## src/rtl/fetch_buffer.sv

```systemverilog
// fetch_buffer: instruction fetch front end with a small {pc, inst} queue.
// Issues one fixed-latency request per cycle while the queue has room for
// everything already in flight. Decode drains the queue through a valid/ready
// port. Optional feature macro: FETCH_BYPASS_EN. When it is defined, a
// response that arrives while the queue is empty is presented to decode in
// the same cycle.
//
// Decode handshake: valid_o/pc_o/ir_o describe the current head. The entry
// is consumed on any cycle where valid_o && ready_i && !redirect_i.
// valid_o does not wait for ready_i. While valid_o=0, pc_o/ir_o are zero.
module fetch_buffer #(
    parameter int unsigned     XLEN     = 32,
    parameter int unsigned     DEPTH    = 4,
    parameter logic [XLEN-1:0] RESET_PC = '0
) (
    input  logic            clk,
    input  logic            rst,
    output logic            imem_req_o,
    output logic [XLEN-1:0] imem_addr_o,
    input  logic            imem_rvalid_i,
    input  logic [XLEN-1:0] imem_rdata_i,
    input  logic            redirect_i,
    input  logic [XLEN-1:0] redirect_pc_i,
    input  logic            halt_i,
    output logic            valid_o,
    output logic [XLEN-1:0] pc_o,
    output logic [XLEN-1:0] ir_o,
    input  logic            ready_i
);
    localparam int unsigned     AW      = $clog2(DEPTH);
    localparam int unsigned     CW      = AW + 1;
    localparam logic [CW-1:0]   DEPTH_C = CW'(DEPTH);
    localparam logic [XLEN-1:0] PC_STEP = XLEN'(4);

    logic [XLEN-1:0] fetch_pc_q, fetch_pc_d;
    logic            inflight_q, inflight_d;
    logic [XLEN-1:0] inflight_pc_q, inflight_pc_d;
    logic [AW-1:0]   head_q, head_d;
    logic [AW-1:0]   tail_q, tail_d;
    logic [CW-1:0]   count_q, count_d;
    logic [XLEN-1:0] pc_mem_q [DEPTH];
    logic [XLEN-1:0] pc_mem_d [DEPTH];
    logic [XLEN-1:0] ir_mem_q [DEPTH];
    logic [XLEN-1:0] ir_mem_d [DEPTH];

    logic live_rsp;
    logic empty;
    logic bypass;
    logic pop;
    logic pop_queue;
    logic enq;

    // A response is only meaningful if its request was still alive last cycle.
    assign live_rsp = imem_rvalid_i & inflight_q;
    assign empty    = (count_q == '0);

`ifdef FETCH_BYPASS_EN
    assign bypass = ~rst & empty & ~halt_i & ~redirect_i & live_rsp;
`else
    assign bypass = 1'b0;
`endif

    // Room is reserved for the in-flight response, so the queue cannot overflow.
    assign imem_req_o  = ~rst & ~halt_i & ~redirect_i &
                         ((count_q + CW'(inflight_q)) < DEPTH_C);
    assign imem_addr_o = fetch_pc_q;

    assign valid_o   = ~rst & ~halt_i & (~empty | bypass);
    assign pop       = valid_o & ready_i & ~redirect_i;
    assign pop_queue = pop & ~bypass;
    // A bypassed response that decode takes immediately never touches the queue.
    assign enq       = ~rst & ~redirect_i & live_rsp & ~(bypass & ready_i);

    // Output mux: bypassed response, queue head, or zeros.
    always_comb begin
        pc_o = '0;
        ir_o = '0;
        if (valid_o) begin
            if (bypass) begin
                pc_o = inflight_pc_q;
                ir_o = imem_rdata_i;
            end else begin
                pc_o = pc_mem_q[head_q];
                ir_o = ir_mem_q[head_q];
            end
        end
    end

    // Next-state: redirect flushes everything; otherwise fetch, enqueue and pop.
    always_comb begin
        fetch_pc_d    = fetch_pc_q;
        inflight_d    = inflight_q;
        inflight_pc_d = inflight_pc_q;
        head_d        = head_q;
        tail_d        = tail_q;
        count_d       = count_q;
        pc_mem_d      = pc_mem_q;
        ir_mem_d      = ir_mem_q;
        if (redirect_i) begin
            fetch_pc_d = redirect_pc_i;
            inflight_d = 1'b0;
            head_d     = '0;
            tail_d     = '0;
            count_d    = '0;
        end else begin
            inflight_d = imem_req_o;
            if (imem_req_o) begin
                inflight_pc_d = fetch_pc_q;
                fetch_pc_d    = fetch_pc_q + PC_STEP;
            end
            if (enq) begin
                pc_mem_d[tail_q] = inflight_pc_q;
                ir_mem_d[tail_q] = imem_rdata_i;
                tail_d           = tail_q + AW'(1);
            end
            if (pop_queue) begin
                head_d = head_q + AW'(1);
            end
            count_d = count_q + CW'(enq) - CW'(pop_queue);
        end
    end

    // Control registers with synchronous reset.
    always_ff @(posedge clk) begin
        if (rst) begin
            fetch_pc_q    <= RESET_PC;
            inflight_q    <= 1'b0;
            inflight_pc_q <= '0;
            head_q        <= '0;
            tail_q        <= '0;
            count_q       <= '0;
        end else begin
            fetch_pc_q    <= fetch_pc_d;
            inflight_q    <= inflight_d;
            inflight_pc_q <= inflight_pc_d;
            head_q        <= head_d;
            tail_q        <= tail_d;
            count_q       <= count_d;
        end
    end

    // Queue storage; contents are qualified by count so they need no reset.
    always_ff @(posedge clk) begin
        pc_mem_q <= pc_mem_d;
        ir_mem_q <= ir_mem_d;
    end

endmodule

```

## config.mk

```make
export PLATFORM = sky130hd
export DESIGN_NAME = fetch_buffer
export DESIGN_NICKNAME = d
export VERILOG_FILES = /design/src/rtl/fetch_buffer.sv
export SDC_FILE = /design/constraint.sdc
export NUM_CORES = 1
export LEC_CHECK = 0
export BUFFER_PORTS_ARGS = -buffer_cell sky130_fd_sc_hd__buf_4
export CAP_MARGIN = 0
export CORE_MARGIN = 10
export CORE_UTILIZATION = 54
export CTS_BUF_LIST = sky130_fd_sc_hd__clkbuf_8
export DETAILED_ROUTE_END_ITERATION = 10
export PLACE_DENSITY_LB_ADDON = 0.05
export SLEW_MARGIN = 40
export SYNTH_ARGS = -nofsm -noshare
export SYNTH_HDL_FRONTEND = slang
export SYNTH_SLANG_ARGS = --single-unit
export TNS_END_PERCENT = 5
```

## constraint.sdc

```tcl
create_clock -name clk -period 3.1 [get_ports clk]
set_input_delay 0.31 -clock clk [delete_from_list [all_inputs] [get_ports clk]]
set_output_delay 0.31 -clock clk [all_outputs]
set_load 0.1 [all_outputs]
```

* Word level (Yosys, flattened, before mapping)
Cells that the tools add are included.
Word-level totals: word-level logic and storage cells 59, input bits 70, flip-flop bits (word level) 328, output and inout port bits 98
Cells by class: bitwise gates (word level) 15, magnitude comparators 4, $add $sub $neg 6, multiplexer cells 14, reductions and logical operators 6
Operators with widths (number):
- $mux 32 | 9
- $bwmux 128 | 2
- $bmux 32 s2 | 2
- $demux 32 s2 | 1
- $add 32x3->32 const B | 1
- $and 1x1->1 | 9
- $add 3x1->3 | 2
- $ge 3x3->1 const B | 2
- $not 2->3 | 2
- $add 2x1->2 const B | 2
- $not 1->1 | 4
- $reduce_and 2->1 | 2
- $logic_not 3->1 | 1
- $lt 3x1->1 const B | 1
- $lt 3x3->1 const B | 1
- $sub 3x1->3 | 1
- $reduce_bool 2->1 | 1
- $reduce_or 2->1 | 1
- $logic_and 1x1->1 | 1

* Longest topological paths before layout
depth in word-level cells 6, depth in mapped cells 12

* Worst setup path before layout
Ideal clock, no wire load.
kind input port to flip-flop, start input redirect_i, end register ir_mem_q[0] (netlist bit) (enable), required time 2.671 ns, arrival time 2.519 ns, cell stages on the path 4, slack 0.153 ns, buffers on the path 1, setup time 0.429 ns, cells stage by stage or2_2 > clkbuf_1 > nor2_1 > and2_1
On the way: cells in the longest elaborated chain, start to end 4
Ends and longest elaborated chain:
- start: declaration | line 22 | input logic redirect_i,
- $not 1->1 (no source line) (*)
- $and 1x1->1 (2 in a row) | line 72 | assign enq = ~rst & ~redirect_i & live_rsp & ~(bypass & ready_i);
- $reduce_and 2->1 (no source line) (*)
- end signal: assignment | line 145 | ir_mem_q <= ir_mem_d;
- end: declaration | line 43 | logic [XLEN-1:0] ir_mem_q [DEPTH];
Mark *: on every way between the ends. The rest lies on a longest branch, timed or not. A chain may end at the register's enable or synchronous reset.

* Worst setup path after layout
start input rst, end output pc_o[18]
On the way: cells in the longest elaborated chain, start to end 4
Ends and longest elaborated chain:
- start: declaration | line 17 | input logic rst,
- $not 1->1 | line 68 | assign valid_o = ~rst & ~halt_i & (~empty | bypass);
- $and 1x1->1 (2 in a row) | line 68
- $mux 32 | line 78 | if (valid_o) begin
- end: declaration | line 26 | output logic [XLEN-1:0] pc_o,
No other way between the ends.

==> flow_summary.ini <==
[synth]
synth-async-reset-ratio = 0
syn_area_mm2 = 0.01301
synth_edf_count = 256
avgSynthCellArea_um2 = 15.80
synthCells = 823
synth_cell_types = 51
ys_warn_count = 0
synth_seq_cells = 328
synth_fp_nets = 901
synth.yosys.seq_area_share = 0.7018
synth_flop_cell = edfxtp_1

[final_layout]
drive_gt1_frac = 0.3112
area_growth_pct = 23.41
ff_latch_area_mm2 = 0.009136
nets = 1128
instances_no_fill = 1405
fillers = 1670
multi_input_area_mm2 = 0.003656
antennaDiodeCount = 0
final_common_cell = edfxtp_1
final_cell_mix = 256 x edfxtp_1, 179 x buf_4, 89 x nand2_1

[route]
via_count = 7932
antenna_left = 0
drtIter0Drc = 569
drc = 0
wirelength_um = 29660
post_drt_wl_per_cell_um = 21.11
drt_pass1_iterations = 5
vias_per_cell = 5.646

[worst_setup_path]
critical_path.max_fanout = 43
setup.worst_path.start_class = input port
crit_required_ns = 2.79
cp-end-kind = primary output
worstRegToRegCells = 5
critPathKind = in -> out
arrival_ns = 2.54

[power]
p_comb_frac = 0.057
seq_power_share = 0.550
p_clk_frac = 0.393
swShare = 0.2241
ir_drop_mv = 0.2966
p_switching_mw = 1.962
intPower_mw = 6.793
p_leak_nw = 5.523
power.density_mw_per_mm2 = 545.4

[floorplanning]
io_pins = 168
dieArea_mm2 = 0.03070
initial_core_util = 0.5509
die_h_um = 175.2
core_mm2 = 0.02361
fp.dieW_um = 175.2
rows = 56

[placement]
dp_slack_ns = 0.4732
place_congestion = 0.8704
place_inst = 1279
dp_hpwl_um = 18550
io_buffers = 167

[timing]
final_hold_viol_count = 0
setup-violations-final = 0
tightestPinTransition_ns = 0.7336
max_freq_mhz = 351.2
fin_crit_ns = 2.848
fin_setup_tns_ns = 0
period_share = 0.9186
finalMaxSlewViolations = 0
setup_ws_ns = 0.2524
rsz0062_at_grt = no
maxSlewHeadroom = 0.5012
finClkSkew_ns = 0.01398

[grt]
antenna_found_initial = 0
grt_pass1_wl_um = 46930
first_global_vias = 8455
grt_use_total = 0.1912
grt_max_degree = 65
overflow = 0

[job]
drv_cap = 0

[outcome]
status = finished clean

[min_path]
min_path_type = in -> reg
whs_path_depth = 3

[clocking]
cts_buffers = 52
h-tree-depth = 2
cts-root-buf = clkbuf_8
cts.sinks = 328
clkSlewWorstSetupHoldPaths_ns = 0.06
post_cts_buffers = 0
clock_latency_ns = 0.55
clockBufferDepth = 3
tritoncts = yes
==> flip-flops by register name (all words and copies together), names as in the netlist <==
name / flops
pc_mem_q: 128
imem_addr_o: 32
inflight_q: 1
ir_mem_q: 128
head_q: 2
count_q: 3
tail_q: 2
inflight_pc_q: 32
==> final cells by class <==
class / count / share of cell area
well taps: 319 / 0.02486
clock buffers: 62 / 0.05316
multi-input cells: 434 / 0.2277
inverters: 13 / 0.003040
repair buffers: 221 / 0.1136
flip-flops and latches: 328 / 0.5691
clock inverters: 28 / 0.008418
==> kinds of logic (layout without fill, tap and decap cells) <==
| kind of cell | Yosys count | count (layout) | synth area share |
|---|---|---|---|
| AO/OA/AOI/OAI | 94 | 94 | 0.04396 |
| XOR/XNOR | 12 | 12 | 0.008080 |
| adder cells (fa/ha/maj) | 8 | 8 | 0.008272 |
| buffers and inverters | 61 | 324 | 0.01924 |
| flip-flops | 328 | 328 | 0.7018 |
| multiplexers | 70 | 70 | 0.1156 |
| AND/OR/NAND/NOR | 250 | 250 | 0.1030 |
==> routing by layer <==
layer  global-route usage  share of wire
met5                    0              0
met4              0.05228          0.017
met3              0.05368          0.076
met2               0.3167           0.50
met1               0.2425           0.41
==> synthesized netlist by cell type (2+ instances only) <==
| cell type | instances | share of area |
|---|---|---|
| buf_1 | 6 | 0.0017 |
| dfxtp_1 | 72 | 0.11 |
| or4_1 | 3 | 0.0017 |
| nand4_1 | 7 | 0.0034 |
| clkbuf_1 | 32 | 0.0092 |
| nor3_1 | 4 | 0.0015 |
| nor4_1 | 6 | 0.0029 |
| o211ai_1 | 5 | 0.0029 |
| mux2i_1 | 4 | 0.0031 |
| a21oi_1 | 52 | 0.020 |
| xor2_1 | 2 | 0.0013 |
| nor2b_1 | 65 | 0.031 |
| inv_1 | 12 | 0.0035 |
| o21ai_0 | 5 | 0.0019 |
| and2_1 | 5 | 0.0024 |
| a2bb2oi_1 | 3 | 0.0020 |
| and4_1 | 2 | 0.0013 |
| a211oi_1 | 5 | 0.0029 |
| o311ai_0 | 4 | 0.0027 |
| nor4_2 | 5 | 0.0048 |
| nor2_1 | 22 | 0.0063 |
| edfxtp_1 | 256 | 0.59 |
| or3_1 | 10 | 0.0048 |
| mux4_2 | 64 | 0.11 |
| and3_1 | 7 | 0.0034 |
| xnor2_1 | 10 | 0.0067 |
| ha_1 | 7 | 0.0067 |
| a311oi_1 | 3 | 0.0020 |
| nand3_1 | 17 | 0.0065 |
| a22oi_1 | 4 | 0.0023 |
| a31oi_1 | 9 | 0.0043 |
| buf_2 | 8 | 0.0031 |
| nand2_1 | 89 | 0.026 |
==> power by group through the flow <==
stage / clock network (mW) / registers [mW] / logic (mW)
final: 3.44 / 4.81 / 0.499
after global routing: 3.73 / 4.82 / 0.525
after CTS: 3.54 / 4.81 / 0.499
after detailed placement: 0 / 4.90 / 0.460
after global placement: 0 / 4.90 / 0.452
after floorplan: 0 / 5.07 / 0.112
==> worst max-delay path: stages <==
cell and delay [ns]:
dlygate4sd3_1 0.54, buf_4 0.18, or3_2 0.49, buf_4 0.31, nor2b_1 0.31, buf_4 0.35
==> worst paths after layout <==
path / slack, ns / from / endpoint
max: 0.25 / rst / pc_o[18]
min: 0.03 / redirect_pc_i[18] / imem_addr_o[18]
max reg2reg: 0.63 / imem_addr_o[3] / imem_addr_o[24]
min reg2reg: 0.50 / inflight_pc_q[21] / inflight_pc_q[21]
==> metrics by stage <==
| stage | hold slack [ns] | utilization | total power, mW | cell area (µm²) |
|---|---|---|---|---|
| finish | 0.03404 | 0.6798 | 8.755 | 16050 |
| global route | 0.01425 | 0.6798 | 9.075 | 16050 |
| CTS | 0.0001703 | 0.6798 | 8.853 | 16050 |
| detailed placement | 0.4889 | 0.6227 | 5.364 | 14700 |
| global placement | 0.4700 | 0.6227 | 5.352 | 14700 |
| floorplan | 0.4089 | - | 5.179 | 13010 |
==> timing repair <==
| item | CTS | global route |
|---|---|---|
| endpoints found under the hold margin | 137 | 0 |
| gates resized for setup | 0 | 0 |
| setup endpoints to repair | 0 | 0 |
| hold buffers | 36 | 0 |
(Power assumes the default switching activity.)
